[src/rtl/multdiv_seq_pkg.sv]
// Shared definitions for the iterative signed multiply/divide unit.
package multdiv_seq_pkg;

    localparam int unsigned DefaultWidth = 32;
    localparam logic [31:0] IntMin       = 32'h8000_0000;

    typedef enum logic [1:0] {
        StIdle = 2'd0,
        StMul  = 2'd1,
        StDiv  = 2'd2,
        StDone = 2'd3
    } state_e;

endpackage

[src/rtl/twos_negate.sv]
// Conditional two's-complement negate; used for operand magnitudes and the result sign fix.
module twos_negate #(
    parameter int unsigned WIDTH = 32
) (
    input  logic [WIDTH-1:0] in,
    input  logic             neg_en,
    output logic [WIDTH-1:0] out
);

    always_comb begin
        out = in;
        if (neg_en) begin
            out = ~in + 1'b1;
        end
    end

endmodule

[src/rtl/multdiv_seq.sv]
// Iterative signed multiply/divide: one bit per cycle on operand magnitudes, sign fixed at the end.
module multdiv_seq
    import multdiv_seq_pkg::*;
#(
    parameter int unsigned WIDTH = DefaultWidth
) (
    input  logic             clock,
    input  logic             reset,
    input  logic [WIDTH-1:0] data_operandA,
    input  logic [WIDTH-1:0] data_operandB,
    input  logic             ctrl_MULT,
    input  logic             ctrl_DIV,
    output logic [WIDTH-1:0] data_result,
    output logic             data_exception,
    output logic             data_resultRDY
);

    localparam int unsigned     CntW    = $clog2(WIDTH) + 1;
    localparam logic [CntW-1:0] LastCnt = CntW'(WIDTH - 1);
    localparam logic [WIDTH-1:0] MinVal = {1'b1, {(WIDTH - 1){1'b0}}};

    state_e state_q, state_d;
    logic [CntW-1:0]  cnt_q;
    logic [WIDTH-1:0] opnd_q, hi_q, lo_q, hi_d, lo_d;
    logic             sign_q, op_div_q, b_zero_q;
    logic [WIDTH-1:0] result_q, result_d;
    logic             exc_q, exc_d, rdy_q;
    logic             start, step, finish;
    logic [WIDTH-1:0] abs_a, abs_b, res_signed;
    logic [WIDTH:0]   mul_sum, div_shift, div_diff;

    assign start = ctrl_MULT | ctrl_DIV;

    twos_negate #(.WIDTH(WIDTH)) u_abs_a (
        .in     (data_operandA),
        .neg_en (data_operandA[WIDTH-1]),
        .out    (abs_a)
    );

    twos_negate #(.WIDTH(WIDTH)) u_abs_b (
        .in     (data_operandB),
        .neg_en (data_operandB[WIDTH-1]),
        .out    (abs_b)
    );

    twos_negate #(.WIDTH(WIDTH)) u_res_fix (
        .in     (lo_q),
        .neg_en (sign_q),
        .out    (res_signed)
    );

    // State register
    always_ff @(posedge clock or negedge reset) begin
        if (!reset) begin
            state_q <= StIdle;
        end else begin
            state_q <= state_d;
        end
    end

    // Next state: a new start always wins, aborting whatever is in flight
    always_comb begin
        state_d = state_q;
        if (start) begin
            state_d = ctrl_MULT ? StMul : StDiv;
        end else begin
            case (state_q)
                StMul, StDiv: if (cnt_q == LastCnt) state_d = StDone;
                StDone:       state_d = StIdle;
                default:      state_d = StIdle;
            endcase
        end
    end

    // FSM outputs
    always_comb begin
        step   = 1'b0;
        finish = 1'b0;
        if (!start) begin
            step   = (state_q == StMul) || (state_q == StDiv);
            finish = (state_q == StDone);
        end
    end

    // One iteration of shift-add (multiply) or restoring subtract (divide)
    always_comb begin
        mul_sum   = {1'b0, hi_q} + (lo_q[0] ? {1'b0, opnd_q} : '0);
        div_shift = {hi_q, lo_q[WIDTH-1]};
        div_diff  = div_shift - {1'b0, opnd_q};
        if (state_q == StDiv) begin
            if (!div_diff[WIDTH]) begin
                hi_d = div_diff[WIDTH-1:0];
                lo_d = {lo_q[WIDTH-2:0], 1'b1};
            end else begin
                hi_d = div_shift[WIDTH-1:0];
                lo_d = {lo_q[WIDTH-2:0], 1'b0};
            end
        end else begin
            hi_d = mul_sum[WIDTH:1];
            lo_d = {mul_sum[0], lo_q[WIDTH-1:1]};
        end
    end

    // Multiply: {hi,lo} is the magnitude product; negative results may reach -2^(WIDTH-1).
    // Divide: lo is the quotient magnitude; only INT_MIN / -1 overflows positive.
    always_comb begin
        result_d = res_signed;
        if (op_div_q) begin
            exc_d = b_zero_q | (~sign_q & lo_q[WIDTH-1]);
            if (b_zero_q) begin
                result_d = '0;
            end
        end else begin
            exc_d = (hi_q != '0) | (sign_q ? (lo_q > MinVal) : lo_q[WIDTH-1]);
        end
    end

    always_ff @(posedge clock or negedge reset) begin
        if (!reset) begin
            cnt_q    <= '0;
            opnd_q   <= '0;
            hi_q     <= '0;
            lo_q     <= '0;
            sign_q   <= 1'b0;
            op_div_q <= 1'b0;
            b_zero_q <= 1'b0;
        end else if (start) begin
            cnt_q    <= '0;
            opnd_q   <= ctrl_MULT ? abs_a : abs_b;
            lo_q     <= ctrl_MULT ? abs_b : abs_a;
            hi_q     <= '0;
            sign_q   <= data_operandA[WIDTH-1] ^ data_operandB[WIDTH-1];
            op_div_q <= ~ctrl_MULT;
            b_zero_q <= (data_operandB == '0);
        end else if (step) begin
            cnt_q <= cnt_q + 1'b1;
            hi_q  <= hi_d;
            lo_q  <= lo_d;
        end
    end

    always_ff @(posedge clock or negedge reset) begin
        if (!reset) begin
            result_q <= '0;
            exc_q    <= 1'b0;
            rdy_q    <= 1'b0;
        end else begin
            rdy_q <= finish;
            if (finish) begin
                result_q <= result_d;
                exc_q    <= exc_d;
            end
        end
    end

    assign data_result    = result_q;
    assign data_exception = exc_q;
    assign data_resultRDY = rdy_q;

endmodule

[config.mk]
export PLATFORM = sky130hd
export DESIGN_NAME = multdiv_seq
export DESIGN_NICKNAME = d
export VERILOG_FILES = /design/src/rtl/multdiv_seq_pkg.sv /design/src/rtl/twos_negate.sv /design/src/rtl/multdiv_seq.sv
export SDC_FILE = /design/constraint.sdc
export NUM_CORES = 1
export LEC_CHECK = 0
export BUFFER_PORTS_ARGS = -buffer_cell sky130_fd_sc_hd__buf_2
export CAP_MARGIN = 20
export CORE_MARGIN = 2
export CORE_UTILIZATION = 56
export DETAILED_ROUTE_END_ITERATION = 8
export GPL_ROUTABILITY_DRIVEN = 0
export PLACE_DENSITY = 0.77
export SLEW_MARGIN = 20
export SYNTH_ARGS = -nofsm -noshare
export SYNTH_HDL_FRONTEND = slang
export SYNTH_HIERARCHICAL = 1
export SYNTH_SLANG_ARGS = --single-unit
[constraint.sdc]
create_clock -name clock -period 3.1 [get_ports clock]
set_clock_uncertainty 0.15 [all_clocks]
set_input_delay 0.465 -clock clock [delete_from_list [all_inputs] [get_ports clock]]
set_output_delay 0.465 -clock clock [all_outputs]
set_load 0.01 [all_outputs]
* Word-level counts from Yosys, hierarchy flattened
Cells that the tools add are included.
Cells by class: $add $sub $neg 6, magnitude comparators 1, eq/ne operators 5, mux-type cells 26, bitwise gates (word level) 10, reduce and logical (&&, ||, !) cells 5
Operators with widths (number):
- 32-bit 2-to-1 mux | 15
- 32-bit by 1-bit adder with 32-bit output, second input constant | 3
- 32-bit inverter | 3
- 32-bit by 32-bit adder with 33-bit output | 1
- 33-bit by 32-bit subtractor with 33-bit output | 1
- 32-bit > comparator, second input constant | 1
- 32-bit zero test | 1
- 32-bit nonzero test | 1
- 6-bit 2-to-1 mux | 2
- 2-bit 2-to-1 mux | 4
- 6-bit by 1-bit adder with 6-bit output, second input constant | 1
- 6-bit by 5-bit equality test with 1-bit output, second input constant | 1
- 1-bit 2-to-1 mux | 5
- 2-bit equality test, second input constant | 2
- 3-bit inequality test, second input constant | 1
- 1-bit OR | 3
- 2-bit by 1-bit equality test with 1-bit output, second input constant | 1
- 1-bit inverter | 2
- 2-bit nonzero test | 1
- 2-bit OR reduction | 1
- 1-bit bitwise AND | 1
- 1-bit logical OR | 1
- 1-bit bitwise XOR | 1
Word-level totals: register bits after elaboration 141, input port bits 68, output and inout port bits 34, logic and storage cells 64

* Depth between registers and ports, before layout
Gate-level depths: netlist (run 1).
depth in word-level cells 5, gate-level depth with buffers 14, gate-level depth less buffers 13

* By module
The synthesis (run 1) kept the hierarchy.
By module, submodules not included:
- multdiv_seq | instances 1, cells an instance 1359, area an instance 11004.3 um^2, seq. area each 3528.4 um^2
- twos_negate | instances 3, cells an instance 99, area an instance 777.0 um^2, seq. area each 0.0 um^2

* Worst setup path before layout (run 1)
No wires, ideal clock.
kind flip-flop to flip-flop, start point reg lo_q[0], end point reg hi_q[21], setup time 126 ps, arrival time 3014 ps, required time 2824 ps, slack -190 ps, stages on the path, launching flop included 14, path buffers 1, clock period less this slack 3290 ps, cell sequence dfrtp_1 -> clkbuf_1 -> and2_1 -> ha_1 -> inv_1 -> fa_1 -> nor2b_4 -> o31a_1 -> o211a_1 -> o32ai_2 -> o21ai_2 -> a311o_1 -> xor2_1 -> a221o_1
On the way: word-level cells in the longest chain between the ends 5
RTL lines:
- start: declaration | RTL line multdiv_seq.sv:24 | logic [WIDTH-1:0] opnd_q, hi_q, lo_q, hi_d, lo_d;
- start signal: assignment | RTL line multdiv_seq.sv:130 | lo_q <= ctrl_MULT ? abs_b : abs_a;
- start signal: assignment | RTL line multdiv_seq.sv:138 | lo_q <= lo_d;
- 32-bit 2-to-1 mux | RTL line multdiv_seq.sv:87 | mul_sum = {1'b0, hi_q} + (lo_q[0] ? {1'b0, opnd_q} : '0);
- 32-bit by 32-bit adder with 33-bit output | RTL line multdiv_seq.sv:87
- 32-bit 2-to-1 mux | RTL line multdiv_seq.sv:90 | if (state_q == StDiv) begin
- 32-bit 2-to-1 mux | RTL line multdiv_seq.sv:135 | end else if (step) begin
- 32-bit 2-to-1 mux | RTL line multdiv_seq.sv:127 | end else if (start) begin
- end signal: assignment | RTL line multdiv_seq.sv:137 | hi_q <= hi_d;
- end: declaration | RTL line multdiv_seq.sv:24
Every way passes these cells. The select of a mux whose other input is x is not followed. A chain may end at the register's enable or synchronous reset.

* Final worst setup path (run 1)
start point reg lo_q[0], end point reg hi_q[29]
The elaborated chain is that of the path after synthesis.

==> results of run 1 <==
==> registers in the layout (all words and copies together), names as in the netlist, 2 cells and up <==
name	count
data_result	32
opnd_q	32
state_q	2
cnt_q	6
hi_q	32
lo_q	32
==> kinds of logic (layout without fill, tap and decap cells) <==
kind of cell,count (synthesis),count (layout),share of synthesized area (%)
xor+xnor,150,150,10.1
mux,68,68,5.11
fa+ha+maj,72,72,6.87
buf+inv,173,379,5.11
compound gates,494,494,25.1
flops,141,141,26.5
simple gates,558,558,21.3
==> worst register-to-register path, cell delays in order (launching register included) <==
cell	delay, ns
dfrtp_2	0.45
buf_6	0.16
and2_1	0.14
ha_1	0.40
o21ai_1	0.14
a21boi_0	0.45
o32ai_4	0.19
o21ai_2	0.19
a311o_1	0.32
mux2i_1	0.29
nand2_1	0.10
a21o_1	0.16
==> path summary, 6_finish.rpt <==
path / startpoint / endpoint / slack [ns]
worst min register to register: data_result[11] / data_result[11] / 0.33
worst max-delay path: lo_q[0] / hi_q[29] / -0.15
worst max register to register: lo_q[0] / hi_q[29] / -0.15
max in group asynchronous: reset / lo_q[13] / 1.62
min in group asynchronous: reset / hi_q[27] / 0.38
worst min-delay path: data_operandA[0] / opnd_q[0] / 0.25
==> synthesized netlist by cell type (6+ instances only) <==
master	number
nand2_1	230
o21ai_0	148
dfrtp_1	141
xnor2_1	118
nor2_1	108
a21oi_1	104
inv_1	87
ha_1	70
mux2i_1	67
clkbuf_1	64
and2_1	37
xor2_1	30
a21o_1	29
nor4_1	29
o31ai_1	28
nand3_1	27
a221oi_1	24
nand4_1	23
nand2b_1	22
o41ai_1	17
nor3_1	16
o211ai_1	16
a31oi_1	15
nor4_4	12
o41ai_2	12
buf_1	11
o221ai_1	11
a22oi_1	10
nor2b_1	10
or3_1	9
and3_1	8
a211oi_1	7
o21a_1	7
o21ai_1	6
or2b_1	6
==> repair_timing <==
| action | 4_1_cts | 5_1_grt |
|---|---|---|
| hold buffers | 1 | 0 |
| buffers inserted | 10 | 13 |
| pin swaps | 13 | 54 |
| cloned | 0 | 3 |
| setup endpoints to repair | 19 | 31 |
| hold endpoints to repair | 42 | 0 |
| resized for setup | 20 | 101 |
==> cell type report <==
type	instances	area share, %
timing repair buffer	260	11.6
clock buffer	17	2.60
inverter	87	1.99
clock inverter	15	1.05
sequential	141	21.6
tap	319	2.44
multi-input combinational	1342	58.8
==> power by group <==
group          leakage, µW  switching [µW]  internal, µW
Combinational      0.00529            1670          1280
Sequential         0.00179             324          2120
Clock             0.000297            1000          1150
Total              0.00737            3000          4550
==> layer usage <==
layer  part of all wire [%]  wire, µm  global-route usage, %  vias up
li1                       -         -                      -     6391
met1                     40     18100                   44.7     6672
met2                     45     20500                   55.0      813
met3                    9.9      4510                   9.42      195
met4                    5.3      2410                   17.8        0
met5                      0         0                      0        -
==> per-stage QoR <==
step	utilization, %	worst slack (ns)	hold WS [ns]
final	70.0	-0.150	0.246
after global routing	70.0	-0.225	0.274
after CTS	67.4	-0.0588	0.225
after detailed placement	64.0	-0.135	0.282
after global placement	64.0	-0.132	0.272
after floorplan	-	-0.0736	0.0194
==> flow_summary.ini, run 1 <==
[run_status]
status = complete, but fails checks
violations = negative setup slack

[setup_path]
max_stage_delay_ns = 0.45
end_kind = register
crit_family = compound AO/OA/AOI/OAI gates
crit_fanout = 14
crit_path_start_kind = register
arrival_ns = 3.42
required_ns = 3.27
cpMaxStageDelayCell = dfrtp_2
critical_path_buf_inv_count = 1
ff2ff_path_depth = 11
path_class = register to register
path_cells = buf_6 > and2_1 > ha_1 > o21ai_1 > a21boi_0 > o32ai_4 > o21ai_2 > a311o_1 > mux2i_1 > nand2_1 > a21o_1
path_depth = 11

[logic_synthesis]
synth-seq-cells = 141
syn-num-nets = 1796
synth_warnings = 6
ys_seq_area_share_pct = 26.5
synth_top_cell_by_area = dfrtp_1
syn_area_per_cell_um2 = 8.05
synthDistinctLibCells = 81
netlist_area_um2 = 13300
synth_area_leaders = dfrtp_1 (26%), xnor2_1 (7.8%), ha_1 (6.6%)
postSynthCellCount = 1656
synth_edf_count = 0
synthFlopType = dfrtp_1
async_flop_share_pct = 100
synth_top_area_share_pct = 26.5

[die]
core_um2 = 23400
rows = 56
die_area_um2 = 25100
num_io_pins = 102
die_y_um = 158
die_w_um = 158
initial_core_util_pct = 57.0

[finish]
num_antenna_cells = 0
post_route_cells_drive_above_1_share_pct = 23.3
seq_area_um2 = 3530
multi_input_area_um2 = 9620
fin_cells = 2181
mostFrequentLayoutCells = nand2_1 (216), dfrtp_1 (139), buf_4 (139), o21ai_0 (137), xnor2_1 (117)
nNetsFinal = 1989
fillers = 1816
stdcell_area_um2 = 16400
area_growth_pct = 22.8
layout_commonest_cell = nand2_1

[drt]
vias = 14100
vias_per_cell = 6.45
drt-pass1-iter-count = 6
drt_iter0_markers = 1824
wl_per_cell_um = 20.9
drtAntennaViolNets = 0
drcViolationCount = 0
wirelength_um = 45500

[pwr]
cellLeakagePower_uw = 0.00737
finalPower_uw = 7550
vdd_drop_max_mv = 0.346
p_per_area_nw_per_um2 = 461

[worst_hold_path]
worstHoldPathCells = 3
min_path_type = primary input to register

[clocking]
clk_latency_ns = 0.44
htree_levels = 4
cts_root_buf = clkbuf_16
cts.sinks = 141
cts_tree = done
cts.clk_slew.worst_paths_ns = 0.07
cts_buffers = 17
clockBufferDepth = 2

[timing]
maxSlewViolCount = 0
final.setup.tns_ns = -0.563
setup_viol = 13
finalHoldViolCount = 0
fmax_mhz = 308
fin_ws_ns = -0.150
timing.final.crit_share_pct = 105
rsz0062_at_grt = true
worstMarginPinSlew_ns = 0.869
fin_crit_ns = 3.25
maxSlewHeadroom_pct = 41.8

[grt]
first_global_vias = 13300
antenna_found_initial = 1
gr-total-overflow = 0
globalRouteTotalUtil_pct = 35.1
grt_max_degree = 78
grt_pass1_wl_um = 69000

[placement]
port_buffers = 101
post-dp-hpwl_um = 32200
placed_cells = 2123
placed_area_um2 = 15000

[flow_run]
maxCapViolCount = 0
Note: power is estimated with default switching activity, not from simulation.
==> run 2: changes to the inputs <==
--- a/config.mk
+++ b/config.mk
@@ -8,10 +8,11 @@
 export BUFFER_PORTS_ARGS = -buffer_cell sky130_fd_sc_hd__buf_2
 export CAP_MARGIN = 20
 export CORE_MARGIN = 2
-export CORE_UTILIZATION = 56
+export CORE_UTILIZATION = 57
+export CTS_BUF_LIST = sky130_fd_sc_hd__clkbuf_4 sky130_fd_sc_hd__clkbuf_8
 export DETAILED_ROUTE_END_ITERATION = 8
 export GPL_ROUTABILITY_DRIVEN = 0
-export PLACE_DENSITY = 0.77
+export PLACE_DENSITY = 0.78
 export SLEW_MARGIN = 20
 export SYNTH_ARGS = -nofsm -noshare
 export SYNTH_HDL_FRONTEND = slang
==> run 2 against run 1 <==
The flow still finishes with violations (negative setup slack). First-iteration DRC count is 25% lower. Setup slack better by 0.14 ns. Combinational power is 5% lower. Via count is 1.6% lower. Final cell count is 1.2% lower. Critical endpoint is now hi_q[21]. Routed wire length is 4.4% lower. Sequential power hardly changed. Maximum frequency is 4.6% higher. Total power is 10% lower. Global-route usage is 0.38 points lower. Critical path type unchanged.
==> flow_summary.ini, run 2 (synthesis gave the netlist of run 1 again) <==
[die]
die_w_um = 157
initial_core_util_pct = 58.5
die_y_um = 157
core_um2 = 22800
num_io_pins = 102
die_area_um2 = 24600
rows = 55

[drt]
drcViolationCount = 0
drtAntennaViolNets = 0
drt-pass1-iter-count = 6
wl_per_cell_um = 20.2
wirelength_um = 43500
drt_iter0_markers = 1375
vias = 13800
vias_per_cell = 6.43

[grt]
grt_max_degree = 84
antenna_found_initial = 1
globalRouteTotalUtil_pct = 34.7
grt_pass1_wl_um = 67500
first_global_vias = 13200
gr-total-overflow = 0

[run_status]
status = complete, but fails checks
violations = negative setup slack

[timing]
fin_crit_ns = 3.11
rsz0062_at_grt = true
finalHoldViolCount = 0
holdWs_ns = 0.0600
worstMarginPinSlew_ns = 0.849
fin_ws_ns = -0.00716
fmax_mhz = 322
maxSlewViolCount = 0
setup_viol = 1
timing.final.crit_share_pct = 100
maxSlewHeadroom_pct = 43.2

[pwr]
p_comb_share_pct = 41.4
power_frac_clock_pct = 22.7
p_sw_share_pct = 42.1
vdd_drop_max_mv = 0.268
p_per_area_nw_per_um2 = 431
cell_internal_pwr_uw = 3920
power_frac_seq_pct = 35.9
finalPower_uw = 6770
p_sw_uw = 2850
cellLeakagePower_uw = 0.00707

[finish]
fin_cells = 2154
multi_input_area_um2 = 9430
area_growth_pct = 17.7
mostFrequentLayoutCells = nand2_1 (228), o21ai_0 (142), dfrtp_1 (140), buf_4 (129), xnor2_1 (118)
post_route_cells_drive_above_1_share_pct = 20.2
fillers = 1805
seq_area_um2 = 3530
layout_commonest_cell = nand2_1
nNetsFinal = 1967

[flow_run]
maxCapViolCount = 0

[clocking]
cts_buffers = 17
clk_latency_ns = 0.48
cts_root_buf = clkbuf_8
cts.sinks = 141
cts_tree = done
htree_levels = 4
cts.clk_slew.worst_paths_ns = 0.10
clockBufferDepth = 2

[placement]
post-dp-hpwl_um = 32600
placed_cells = 2113
port_buffers = 101

[setup_path]
required_ns = 3.31
crit_path_start_kind = register
end_kind = register
path_class = register to register
crit_fanout = 6
arrival_ns = 3.31

[worst_hold_path]
min_path_type = primary input to register
## run 2: changes by cell type in the layout (fill, tap and decap cells not counted), sizes merged
cell	change
buf	-21
clkinvlp	+1
diode	+1
clkbuf	-1
bufinv	-1
## run 2: final cells by class
cell class                 instances  share of cell area (%)
inverter                          87                    2.08
sequential                       141                    22.5
timing repair buffer             238                    10.4
clock buffer                      17                    1.49
tap                              313                    2.49
multi-input combinational       1342                    60.1
antenna                            1                  0.0159
clock inverter                    15                   0.964
## run 2: timing repair
item / in CTS / in global routing
setup buffers: 2 / 4
setup endpoints to repair: 16 / 26
cloned: 0 / 1
gates resized for setup: 19 / 42
pin swaps: 10 / 21
hold endpoints to repair: 62 / 0
hold buffers: 1 / 0
## run 2: path summary, 6_finish.rpt
kind	start	to	cells after the start	slack, ns
worst max-delay path	lo_q[0]	hi_q[21]	12	-0.007
worst max register to register	lo_q[0]	hi_q[21]	12	-0.007
worst min register to register	data_result[29]	data_result[29]	2	0.33
max in group asynchronous	reset	data_result[12]	3	1.62
worst min-delay path	ctrl_MULT	state_q[1]	2	0.06
min in group asynchronous	reset	hi_q[31]	2	0.38
## run 2: critical path: stages, from the launching register on
cell     delay [ns]
dfrtp_2        0.46
and2_4         0.16
ha_4           0.15
inv_2          0.05
fa_2           0.23
nor2b_4        0.05
o31a_1         0.27
o211a_1        0.26
o32ai_4        0.27
o21ai_2        0.09
a311o_1        0.38
xor2_1         0.16
a221o_1        0.29
## run 2: power groups by stage
stage | clock (µW) | sequential [µW] | combinational (µW)
2_1_floorplan | 0 | 2460 | 1600
3_3_place_gp | 0 | 2440 | 2560
4_1_cts | 1540 | 2420 | 2690
3_5_place_dp | 0 | 2450 | 2630
5_1_grt | 1620 | 2460 | 3060
6_report | 1540 | 2430 | 2800
## run 2: layer usage
layer / global-route usage, % / up-vias / wire (µm)
li1: - / 6342 / -
met1: 45.3 / 6553 / 17600
met2: 55.0 / 802 / 19600
met3: 7.76 / 145 / 4250
met4: 15.8 / 0 / 2030
met5: 0 / - / 0
## run 2: metrics by stage
step                area, µm²  setup TNS [ns]  utilization (%)  setup slack [ns]
floorplan               13400         -0.0736                -           -0.0736
global placement        14900         -0.0656             65.5           -0.0274
detailed placement      14900          -0.399             65.5           -0.0940
CTS                     15500         -0.0115             67.9           -0.0115
global route            15700          -0.692             68.9            -0.126
finish                  15700        -0.00716             68.9          -0.00716
